## src/rtl/hamming_enc_rr_arbiter_pkg.sv

```systemverilog
// Shared definitions for the SECDED(8,4) Hamming encoder and its users.
// HAM_DW / HAM_CW give the data and codeword widths. The bit-position
// constants place each Hamming position (1..7) and the overall parity bit
// inside the 8-bit codeword, so a matching decoder can reuse the same map.
package hamming_enc_rr_arbiter_pkg;

   localparam int HAM_DW = 4;
   localparam int HAM_CW = 8;

   // Codeword bit positions: c[0..6] are Hamming positions 1..7, c[7] is overall parity.
   localparam int P1   = 0;
   localparam int P2   = 1;
   localparam int D0   = 2;
   localparam int P4   = 3;
   localparam int D1   = 4;
   localparam int D2   = 5;
   localparam int D3   = 6;
   localparam int PALL = 7;

endpackage

```

## src/rtl/hamming_secded_enc84.sv

```systemverilog
// Combinational SECDED(8,4) Hamming encoder.
// Ports:
//   data_i  [3:0]  data nibble d[3:0]
//   code_o  [7:0]  codeword. The Hamming positions sit at c[6:0]; c[7] makes the whole word even parity.
module hamming_secded_enc84
   import hamming_enc_rr_arbiter_pkg::*;
(
   input  logic [HAM_DW-1:0] data_i,
   output logic [HAM_CW-1:0] code_o
);

   logic [HAM_CW-2:0] ham_w;

   always_comb begin
      ham_w     = '0;
      ham_w[D0] = data_i[0];
      ham_w[D1] = data_i[1];
      ham_w[D2] = data_i[2];
      ham_w[D3] = data_i[3];
      ham_w[P1] = data_i[0] ^ data_i[1] ^ data_i[3];
      ham_w[P2] = data_i[0] ^ data_i[2] ^ data_i[3];
      ham_w[P4] = data_i[1] ^ data_i[2] ^ data_i[3];
   end

   assign code_o = {^ham_w, ham_w};

endmodule

```

## src/rtl/hamming_enc_rr_arbiter.sv

```systemverilog
// Round-robin arbiter that shares one SECDED(8,4) encoder among N_REQ nibble
// sources. It feeds a single registered output stage that has valid/ready
// backpressure.
// Ports:
//   clk, rst       clock and synchronous active-high reset
//   en             grants allowed when 1. The output stage always drains.
//   req_valid      per-requester valid
//   req_data       nibble i at [4i+3:4i]
//   req_ready      one-hot grant, or zero when nothing loads this cycle
//   out_valid      the output register holds a word
//   out_code       encoded word
//   out_id         requester index of out_code
//   out_ready      the sink takes the word when out_valid & out_ready
//   enc_count      count of accepted nibbles, modulo 2**CNTW
module hamming_enc_rr_arbiter
   import hamming_enc_rr_arbiter_pkg::*;
#(
   parameter int N_REQ = 4,
   parameter int IDW   = 2,
   parameter int CNTW  = 16
)(
   input  logic                    clk,
   input  logic                    rst,
   input  logic                    en,
   input  logic [N_REQ-1:0]        req_valid,
   input  logic [HAM_DW*N_REQ-1:0] req_data,
   output logic [N_REQ-1:0]        req_ready,
   output logic                    out_valid,
   output logic [HAM_CW-1:0]       out_code,
   output logic [IDW-1:0]          out_id,
   input  logic                    out_ready,
   output logic [CNTW-1:0]         enc_count
);

   localparam logic [IDW:0] NR = (IDW+1)'(N_REQ);

   logic              out_valid_q, out_valid_d;
   logic [HAM_CW-1:0] out_code_q,  out_code_d;
   logic [IDW-1:0]    out_id_q,    out_id_d;
   logic [IDW-1:0]    ptr_q,       ptr_d;
   logic [CNTW-1:0]   cnt_q,       cnt_d;

   // cand_idx[k] is the requester checked at scan step k, i.e. (ptr + k) mod N_REQ.
   logic [IDW-1:0]    cand_idx [N_REQ];
   logic [N_REQ-1:0]  rot_valid;
   logic [IDW-1:0]    grant_idx;
   logic              load;
   logic [HAM_DW-1:0] enc_in;
   logic [HAM_CW-1:0] enc_out;

   genvar gi;
   generate
      for (gi = 0; gi < N_REQ; gi++) begin : g_scan
         localparam logic [IDW:0] OFF = (IDW+1)'(gi);
         logic [IDW:0] sum_w;
         assign sum_w         = {1'b0, ptr_q} + OFF;
         assign cand_idx[gi]  = (sum_w >= NR) ? IDW'(sum_w - NR) : IDW'(sum_w);
         assign rot_valid[gi] = req_valid[cand_idx[gi]];
      end
   endgenerate

   // First valid requester at or after the pointer. The index is not used unless some request is valid.
   always_comb begin
      grant_idx = '0;
      for (int k = N_REQ - 1; k >= 0; k--) begin
         if (rot_valid[k]) grant_idx = cand_idx[k];
      end
   end

   // A drain and a load can happen on the same edge, so a full-rate sink leaves no bubble.
   // rst is included so that req_ready stays low for the whole reset.
   assign load = ~rst & en & (|req_valid) & (~out_valid_q | out_ready);

   assign req_ready = load ? ({{(N_REQ-1){1'b0}}, 1'b1} << grant_idx) : '0;

   // Each nibble is 4 bits wide, so its base bit offset is grant_idx * 4.
   assign enc_in = req_data[{grant_idx, 2'b00} +: HAM_DW];

   hamming_secded_enc84 u_enc (
      .data_i (enc_in),
      .code_o (enc_out)
   );

   always_comb begin
      out_valid_d = out_valid_q;
      out_code_d  = out_code_q;
      out_id_d    = out_id_q;
      ptr_d       = ptr_q;
      cnt_d       = cnt_q;
      if (load) begin
         out_valid_d = 1'b1;
         out_code_d  = enc_out;
         out_id_d    = grant_idx;
         ptr_d       = (grant_idx == IDW'(N_REQ - 1)) ? '0 : grant_idx + 1'b1;
         cnt_d       = cnt_q + 1'b1;
      end else if (out_valid_q && out_ready) begin
         // The code and id keep their stale values. Only valid drops.
         out_valid_d = 1'b0;
      end
   end

   always_ff @(posedge clk) begin
      if (rst) begin
         out_valid_q <= 1'b0;
         out_code_q  <= '0;
         out_id_q    <= '0;
         ptr_q       <= '0;
         cnt_q       <= '0;
      end else begin
         out_valid_q <= out_valid_d;
         out_code_q  <= out_code_d;
         out_id_q    <= out_id_d;
         ptr_q       <= ptr_d;
         cnt_q       <= cnt_d;
      end
   end

   assign out_valid = out_valid_q;
   assign out_code  = out_code_q;
   assign out_id    = out_id_q;
   assign enc_count = cnt_q;

endmodule

```

## config.mk

```make
export PLATFORM = sky130hd
export DESIGN_NAME = hamming_enc_rr_arbiter
export DESIGN_NICKNAME = d
export VERILOG_FILES = /design/src/rtl/hamming_enc_rr_arbiter_pkg.sv /design/src/rtl/hamming_secded_enc84.sv /design/src/rtl/hamming_enc_rr_arbiter.sv
export SDC_FILE = /design/constraint.sdc
export NUM_CORES = 1
export LEC_CHECK = 0
export BUFFER_PORTS_ARGS = -buffer_cell sky130_fd_sc_hd__clkbuf_2
export CELL_PAD_IN_SITES_DETAIL_PLACEMENT = 1
export CELL_PAD_IN_SITES_GLOBAL_PLACEMENT = 2
export CORE_MARGIN = 2
export CORE_UTILIZATION = 26
export DETAILED_ROUTE_END_ITERATION = 8
export GPL_ROUTABILITY_DRIVEN = 0
export GPL_TIMING_DRIVEN = 1
export MAX_ROUTING_LAYER = met4
export PLACE_DENSITY = 0.78
export RECOVER_POWER = 50
export SETUP_SLACK_MARGIN = 0.1
export SYNTH_ARGS = -nofsm -noshare
export SYNTH_HDL_FRONTEND = slang
export SYNTH_HIERARCHICAL = 1
export SYNTH_SLANG_ARGS = --single-unit
```

## constraint.sdc

```tcl
create_clock -name clk -period 2.15 [get_ports clk]
set_input_delay 0.1075 -clock clk [delete_from_list [all_inputs] [get_ports clk]]
set_output_delay 0.1075 -clock clk [all_outputs]
set_load 0.005 [all_outputs]
```

* After elaboration in Yosys (flattened, before gate mapping)
Index checks and enable logic that the tools add are counted.
** Word-level totals
- Register bits after elaboration :: 29
- Memories :: 0
- Output and inout bits :: 31
- Bits in writable memories :: 0
- Bits in read-only memories :: 0
- Bits in latches :: 0
- Logic and storage cells :: 61
- Bits of input ports :: 24
** Operators by class
- Order comparisons :: 8
- Reductions and logical operators :: 4
- Shift-type cells :: 2
- Bitwise logic cells :: 12
- Add/sub/neg operators :: 9
- Multiplexer cells :: 20
- Div/mod/pow operators :: 0
- Eq/ne operators :: 1
- Multiply operators :: 0
** Operator list (count)
- 2-bit 2-to-1 mux :: 9
- 16-bit by 1-bit adder with 16-bit output (second input constant) :: 1
- 16-bit by 5-bit variable part select with 4-bit output :: 1
- 2-bit by 3-bit less-than comparator with 1-bit output (second input constant) :: 4
- 3-bit greater-or-equal comparator (second input constant) :: 3
- 1-bit binary-select mux with 2-bit select :: 4
- 2-bit by 1-bit subtractor with 2-bit output (second input constant) :: 4
- 7-bit XOR reduction :: 1
- 2-bit by 2-bit adder with 3-bit output (second input constant) :: 2
- 1-bit 2-to-1 mux :: 6
- 1-bit XOR :: 6
- 4-bit 2-to-1 mux :: 1
- 4-bit OR reduction :: 1
- 1-bit by 2-bit left shift with 4-bit output (first input constant) :: 1
- 2-bit by 1-bit adder with 3-bit output (second input constant) :: 1
- 1-bit AND :: 3
- 2-bit by 3-bit greater-or-equal comparator with 1-bit output (second input constant) :: 1
- 2-bit by 1-bit adder with 2-bit output (second input constant) :: 1
- 2-bit == test (second input constant) :: 1
- 1-bit inverter :: 2
- 2-bit nonzero test :: 1
- 1-bit logical AND :: 1
- 1-bit bitwise OR :: 1

* Longest topological paths before layout
- Word-level depth :: 13
- Depth in mapped cells :: 10
- Depth with buffers taken out :: 8

* Cells and area by module
Netlist, hierarchy kept.
** By module, submodules not included
- hamming_enc_rr_arbiter :: cells each 162, seq. area each 580.6 um^2, area an instance 1456.4 um^2, times used 1
- hamming_secded_enc84 :: cells each 8, seq. area each 0.0 um^2, area an instance 132.6 um^2, times used 1

* Worst setup path before layout
OpenSTA, ideal clock, no wires.
- Path kind :: register to register
- Start point :: register ptr_q[1]
- End point :: register out_code_q[0], in the netlist out_code[0]
- Stages on the path, launching flop included :: 8
- Clock period less this slack :: 2307 ps
- Setup slack :: -157 ps
- Arrival time :: 2174 ps
- Setup time :: 132 ps
- Path buffers :: 0
- Data required time :: 2018 ps
- Path through :: dfxtp_1 -> mux2i_1 -> nor2_1 -> a311oi_4 -> mux2i_1 -> xor3_1 -> nand2_1 -> o21ai_0
** On the way
- Cells in the longest elaborated chain, start to end :: 12
- Elaborated cells on any way between the ends :: 30
- Classes of those cells :: add/sub: 7; order compare: 4; shift: 1; mux: 16; bitwise: 2
** RTL lines
- start, declared :: line hamming_enc_rr_arbiter.sv:40 : logic [IDW-1:0] ptr_q, ptr_d;
- start signal, assigned :: line hamming_enc_rr_arbiter.sv:113 : ptr_q <= ptr_d;
- 2-bit by 2-bit adder with 3-bit output :: line hamming_enc_rr_arbiter.sv:56 : assign sum_w = {1'b0, ptr_q} + OFF;
- 3-bit greater-or-equal comparator / 2-bit by 1-bit subtractor with 2-bit output (equally long branches) :: line hamming_enc_rr_arbiter.sv:57 : assign cand_idx[gi] = (sum_w >= NR) ? IDW'(sum_w - NR) : IDW'(sum_w);
- 2-bit 2-to-1 mux :: line hamming_enc_rr_arbiter.sv:57
- 1-bit binary-select mux with 2-bit select :: line hamming_enc_rr_arbiter.sv:58 : assign rot_valid[gi] = req_valid[cand_idx[gi]];
- 1-bit 2-to-1 mux (not written as such) :: line hamming_enc_rr_arbiter.sv:58
- 2-bit 2-to-1 mux (3 in series) :: line hamming_enc_rr_arbiter.sv:66 : if (rot_valid[k]) grant_idx = cand_idx[k];
- 2-bit 2-to-1 mux (*) :: line hamming_enc_rr_arbiter.sv:66
- 16-bit by 5-bit variable part select with 4-bit output (*) :: line hamming_enc_rr_arbiter.sv:77 : assign enc_in = req_data[{grant_idx, 2'b00} +: HAM_DW];
- net enc_in[1] :: line hamming_enc_rr_arbiter.sv:48 : logic [HAM_DW-1:0] enc_in;
- 1-bit XOR (*) (2 in series) :: line hamming_secded_enc84.sv:20 : ham_w[P1] = data_i[0] ^ data_i[1] ^ data_i[3];
- net enc_out[0] :: line hamming_enc_rr_arbiter.sv:49 : logic [HAM_CW-1:0] enc_out;
- end signal, assigned :: line hamming_enc_rr_arbiter.sv:111 : out_code_q <= out_code_d;
- end, declared :: line hamming_enc_rr_arbiter.sv:38 : logic [HAM_CW-1:0] out_code_q, out_code_d;
The timed path passes the listed nets; every way through them passes the cells marked *. The select of a mux whose other input is x is not followed.
A chain may end at the register's enable or synchronous reset.

* Worst setup path after layout
- Start point :: register ptr_q[1]
- End point :: register out_code_q[7], in the netlist out_code[7]
** On the way
- Cells in the longest elaborated chain, start to end :: 13
- Elaborated cells on any way between the ends :: 35
- Classes of those cells :: add/sub: 7; order compare: 4; shift: 1; mux: 16; bitwise: 6; reduce/logical: 1
** RTL lines
- 2-bit by 2-bit adder with 3-bit output :: line hamming_enc_rr_arbiter.sv:56
- 3-bit greater-or-equal comparator / 2-bit by 1-bit subtractor with 2-bit output (equally long branches) :: line hamming_enc_rr_arbiter.sv:57
- 2-bit 2-to-1 mux :: line hamming_enc_rr_arbiter.sv:57
- 1-bit binary-select mux with 2-bit select :: line hamming_enc_rr_arbiter.sv:58
- 1-bit 2-to-1 mux (not written as such) :: line hamming_enc_rr_arbiter.sv:58
- 2-bit 2-to-1 mux (3 in series) :: line hamming_enc_rr_arbiter.sv:66
- 2-bit 2-to-1 mux (*) :: line hamming_enc_rr_arbiter.sv:66
- 16-bit by 5-bit variable part select with 4-bit output (*) :: line hamming_enc_rr_arbiter.sv:77
- net enc_in[1] :: line hamming_enc_rr_arbiter.sv:48
- 1-bit XOR, on equally long branches (2 in series) :: line hamming_secded_enc84.sv:20, hamming_secded_enc84.sv:22
- 7-bit XOR reduction (*) :: line hamming_secded_enc84.sv:25 : assign code_o = {^ham_w, ham_w};
- net enc_out[7] :: line hamming_enc_rr_arbiter.sv:49
Marks and branches as above.

==> key figures <==
Clock tree
  • Worst-skew pair later-pin latency: 270 ps
  • Clock transition at path regs: 70 ps
  • Hold_buf cts: 0
  • CTS Sinks: 29
  • CTS tree: done
  • Num CTS Buffers: 5
  • H-tree levels: 2
  • Clock Tree Root: clkbuf_8
  • CTS Buffer Depth: 2

Worst setup path
  • Critical path type: reg -> reg
  • CP max-delay cell: xor3_4
  • Crit path launch type: flip-flop
  • Worst path arrival time: 2290 ps
  • CP required: 2300 ps
  • Worst stage delay on the critical path: 480 ps
  • CP Max Fanout: 5
  • Type of destination of the critical path: flip-flop
  • CP Cell Sequence: mux2i_2 > nor2_2 > a311oi_4 > buf_6 > mux2i_2 > buf_4 > xor3_4 > nand2_2 > o21ai_1
  • Crit-path most repeated cell: mux2i_2

Global routing
  • GR Overflow Total: 0
  • Most used routing layer: met2
  • Largest net degree at the start of global routing: 17
  • Met1 usage: 15.8%
  • Met2 GRT Util: 22.0%
  • Gr usage total: 13.1%
  • First-pass GRT wire length: 6450 um
  • Vias in the first global route: 1360
  • Met3 Use GR: 3.04%
  • Antenna violations before repair: 0

Timing
  • Crit share post-route: 99.6%
  • Pins Over Slew Limit: 0
  • Worst Clk Skew: 2.76 ps
  • Measured slew at the worst slew-check pin: 883 ps
  • Slew margin rel.: 40.8%
  • Achievable Freq: 0.467 GHz
  • TNS Setup: 0 ps
  • Fin. Hold Viols: 0
  • Hold_ws: 179 ps
  • # setup viols final: 0
  • RSZ-0062 raised after global routing: true
  • Crit path time final: 2140 ps

Power
  • PD cells: 720 nW/um^2
  • Leak: 0.922 nW
  • Peak VDD IR: 0.286 mV

Die
  • FP Rows: 28
  • Starting Density: 26.8%
  • Core box area: 5920 um^2
  • Die Ht: 82.2 um
  • Ports: 55
  • Die Area: 6750 um^2
  • Die W: 82.2 um

Placement
  • Hpwl dp: 2830 um
  • Dpl cell area: 1980 um^2
  • I/O Buffers: 54

Drt
  • 1st-pass router iterations: 4
  • Vias/cell: 4.48
  • Routed Antenna Nets: 0
  • WL/cell: 13.2 um
  • DRC: 0
  • Total Wirelength: 4130 um
  • Vias: 1401
  • Initial DRC count: 59

Synthesis
  • Top cell type's share of synthesized area: 36.5%
  • Flops & latches, synth: 29
  • Synth Instances: 170
  • Mapped cell area: 1590 um^2
  • Yosys cell types: 34
  • Synthesized net count: 195
  • YS warnings: 6
  • Top cells by area, synth: dfxtp_1 37%, mux2i_1 8.2%, xor2_1 7.7%
  • Synth area leader: dfxtp_1
  • Sequential area share after synthesis: 36.5%
  • Syn avg cell area: 9.35 um^2

Worst hold path
  • Hold WC Path Type: in -> reg

Layout
  • Ant. Diodes: 0
  • Final nets: 262
  • Post-layout instance area: 2190 um^2
  • Area delta synth->final: 38.1%
  • Share of layout cells above drive strength 1: 34.0%

Flow run
  • Number of max-cap violations: 0

Status
  • Outcome: finished clean
## worst paths after layout
check	start	endpoint	slack (ps)	cells after the start
setup reg to reg	ptr_q[1]$_SDFFE_PP0P_	out_code[7]$_SDFFE_PP0P_	9	9
hold reg to reg	out_id[0]$_SDFFE_PP0P_	out_id[0]$_SDFFE_PP0P_	450	2
hold / removal	out_ready	out_valid$_SDFFE_PP0P_	180	4
setup / recovery	ptr_q[1]$_SDFFE_PP0P_	out_code[7]$_SDFFE_PP0P_	9	9
## where the power goes
group	leakage, nW	total, W	switching (W)	internal, W
clock network	0.0542	0.000500	0.000211	0.000289
registers	0.237	0.000603	0.0000238	0.000579
logic	0.631	0.000476	0.000194	0.000282
total	0.922	0.00158	0.000429	0.00115
## registers in the layout (all words and copies together), names as in the netlist
signal / flops
ptr_q: 2
out_valid: 1
enc_count: 16
out_code: 8
out_id: 2
## Yosys cell counts
| master | n |
|---|---|
| a21oi_2 | 1 |
| clkbuf_1 | 5 |
| o21ai_0 | 8 |
| mux2i_1 | 13 |
| a311oi_4 | 1 |
| and3_1 | 2 |
| o41ai_4 | 1 |
| xor3_1 | 2 |
| o2bb2a_1 | 1 |
| and3_2 | 1 |
| and2_1 | 1 |
| xnor2_1 | 2 |
| xor3_4 | 2 |
| buf_2 | 1 |
| a21oi_1 | 3 |
| nor2_1 | 19 |
| buf_4 | 5 |
| ha_1 | 1 |
| nand2b_1 | 11 |
| nor3_4 | 1 |
| nand3_1 | 7 |
| nor3b_1 | 1 |
| nand2_1 | 19 |
| nor3_1 | 1 |
| and4_1 | 2 |
| a21o_1 | 1 |
| clkbuf_2 | 1 |
| nor4_4 | 2 |
| dfxtp_1 | 29 |
| xor2_1 | 14 |
| nand4_1 | 3 |
| o21ai_1 | 4 |
| inv_1 | 4 |
| nor2b_1 | 1 |
## cell families after synthesis
family / share of synthesized area (%)
buffers and inverters: 5.12
flip-flops: 36.5
XOR/XNOR: 15.3
AO/OA/AOI/OAI: 9.76
multiplexers: 8.19
AND/OR/NAND/NOR: 24.3
adder cells (fa/ha/maj): 0.787
## per-stage QoR
stage | power, W | instances | setup WS, ps | utilization (%)
after detailed placement | 0.00101 | 296 | -139 | 33.4
after global placement | 0.00100 | 296 | -70.7 | 33.4
final | 0.00158 | 313 | 8.70 | 37.1
after CTS | 0.00158 | 313 | 24.9 | 36.7
after floorplan | 0.000897 | 170 | 2.12 | -
after global routing | 0.00167 | 313 | -87.7 | 37.1
## routing by layer
layer,wire [um],vias to the layer above
met3,129,4
li1,-,708
met5,0,-
met1,1880,668
met2,2070,21
met4,49,0
## timing repair
item | in CTS | in global routing
pin swaps | 3 | 0
cloned | 1 | 0
setup endpoints to repair | 8 | 8
gates resized for setup | 6 | 11
setup buffers | 8 | 0
## final cells by class
cell class | count | area [um^2]
clock buffers | 7 | 96.3
repair buffers | 71 | 393
clock inverters | 1 | 5.00
flip-flops and latches | 29 | 584
inverters | 4 | 15.0
well taps | 75 | 93.8
multi-input cells | 126 | 1010
fillers | 712 | 3730
## layout by cell type (no fill, tap or decap), drive strengths merged, types with 7 or more instances in the layout
cell	netlist	layout
nand2b	11	11
clkbuf	6	60
dfxtp	29	29
nand3	7	7
mux2i	13	13
xor2	14	14
o21ai	12	12
buf	6	18
nand2	19	19
nor2	19	19
## critical path: cells and delay by family, from the launching register on
| family | cells | cell delay (ps) |
|---|---|---|
| buffers and inverters | 2 | 340 |
| multiplexers | 2 | 430 |
| AO/OA/AOI/OAI | 2 | 260 |
| AND/OR/NAND/NOR | 2 | 140 |
| XOR/XNOR | 1 | 480 |
| flip-flops | 1 | 360 |
No activity file was read; power rests on OpenSTA's default activity.
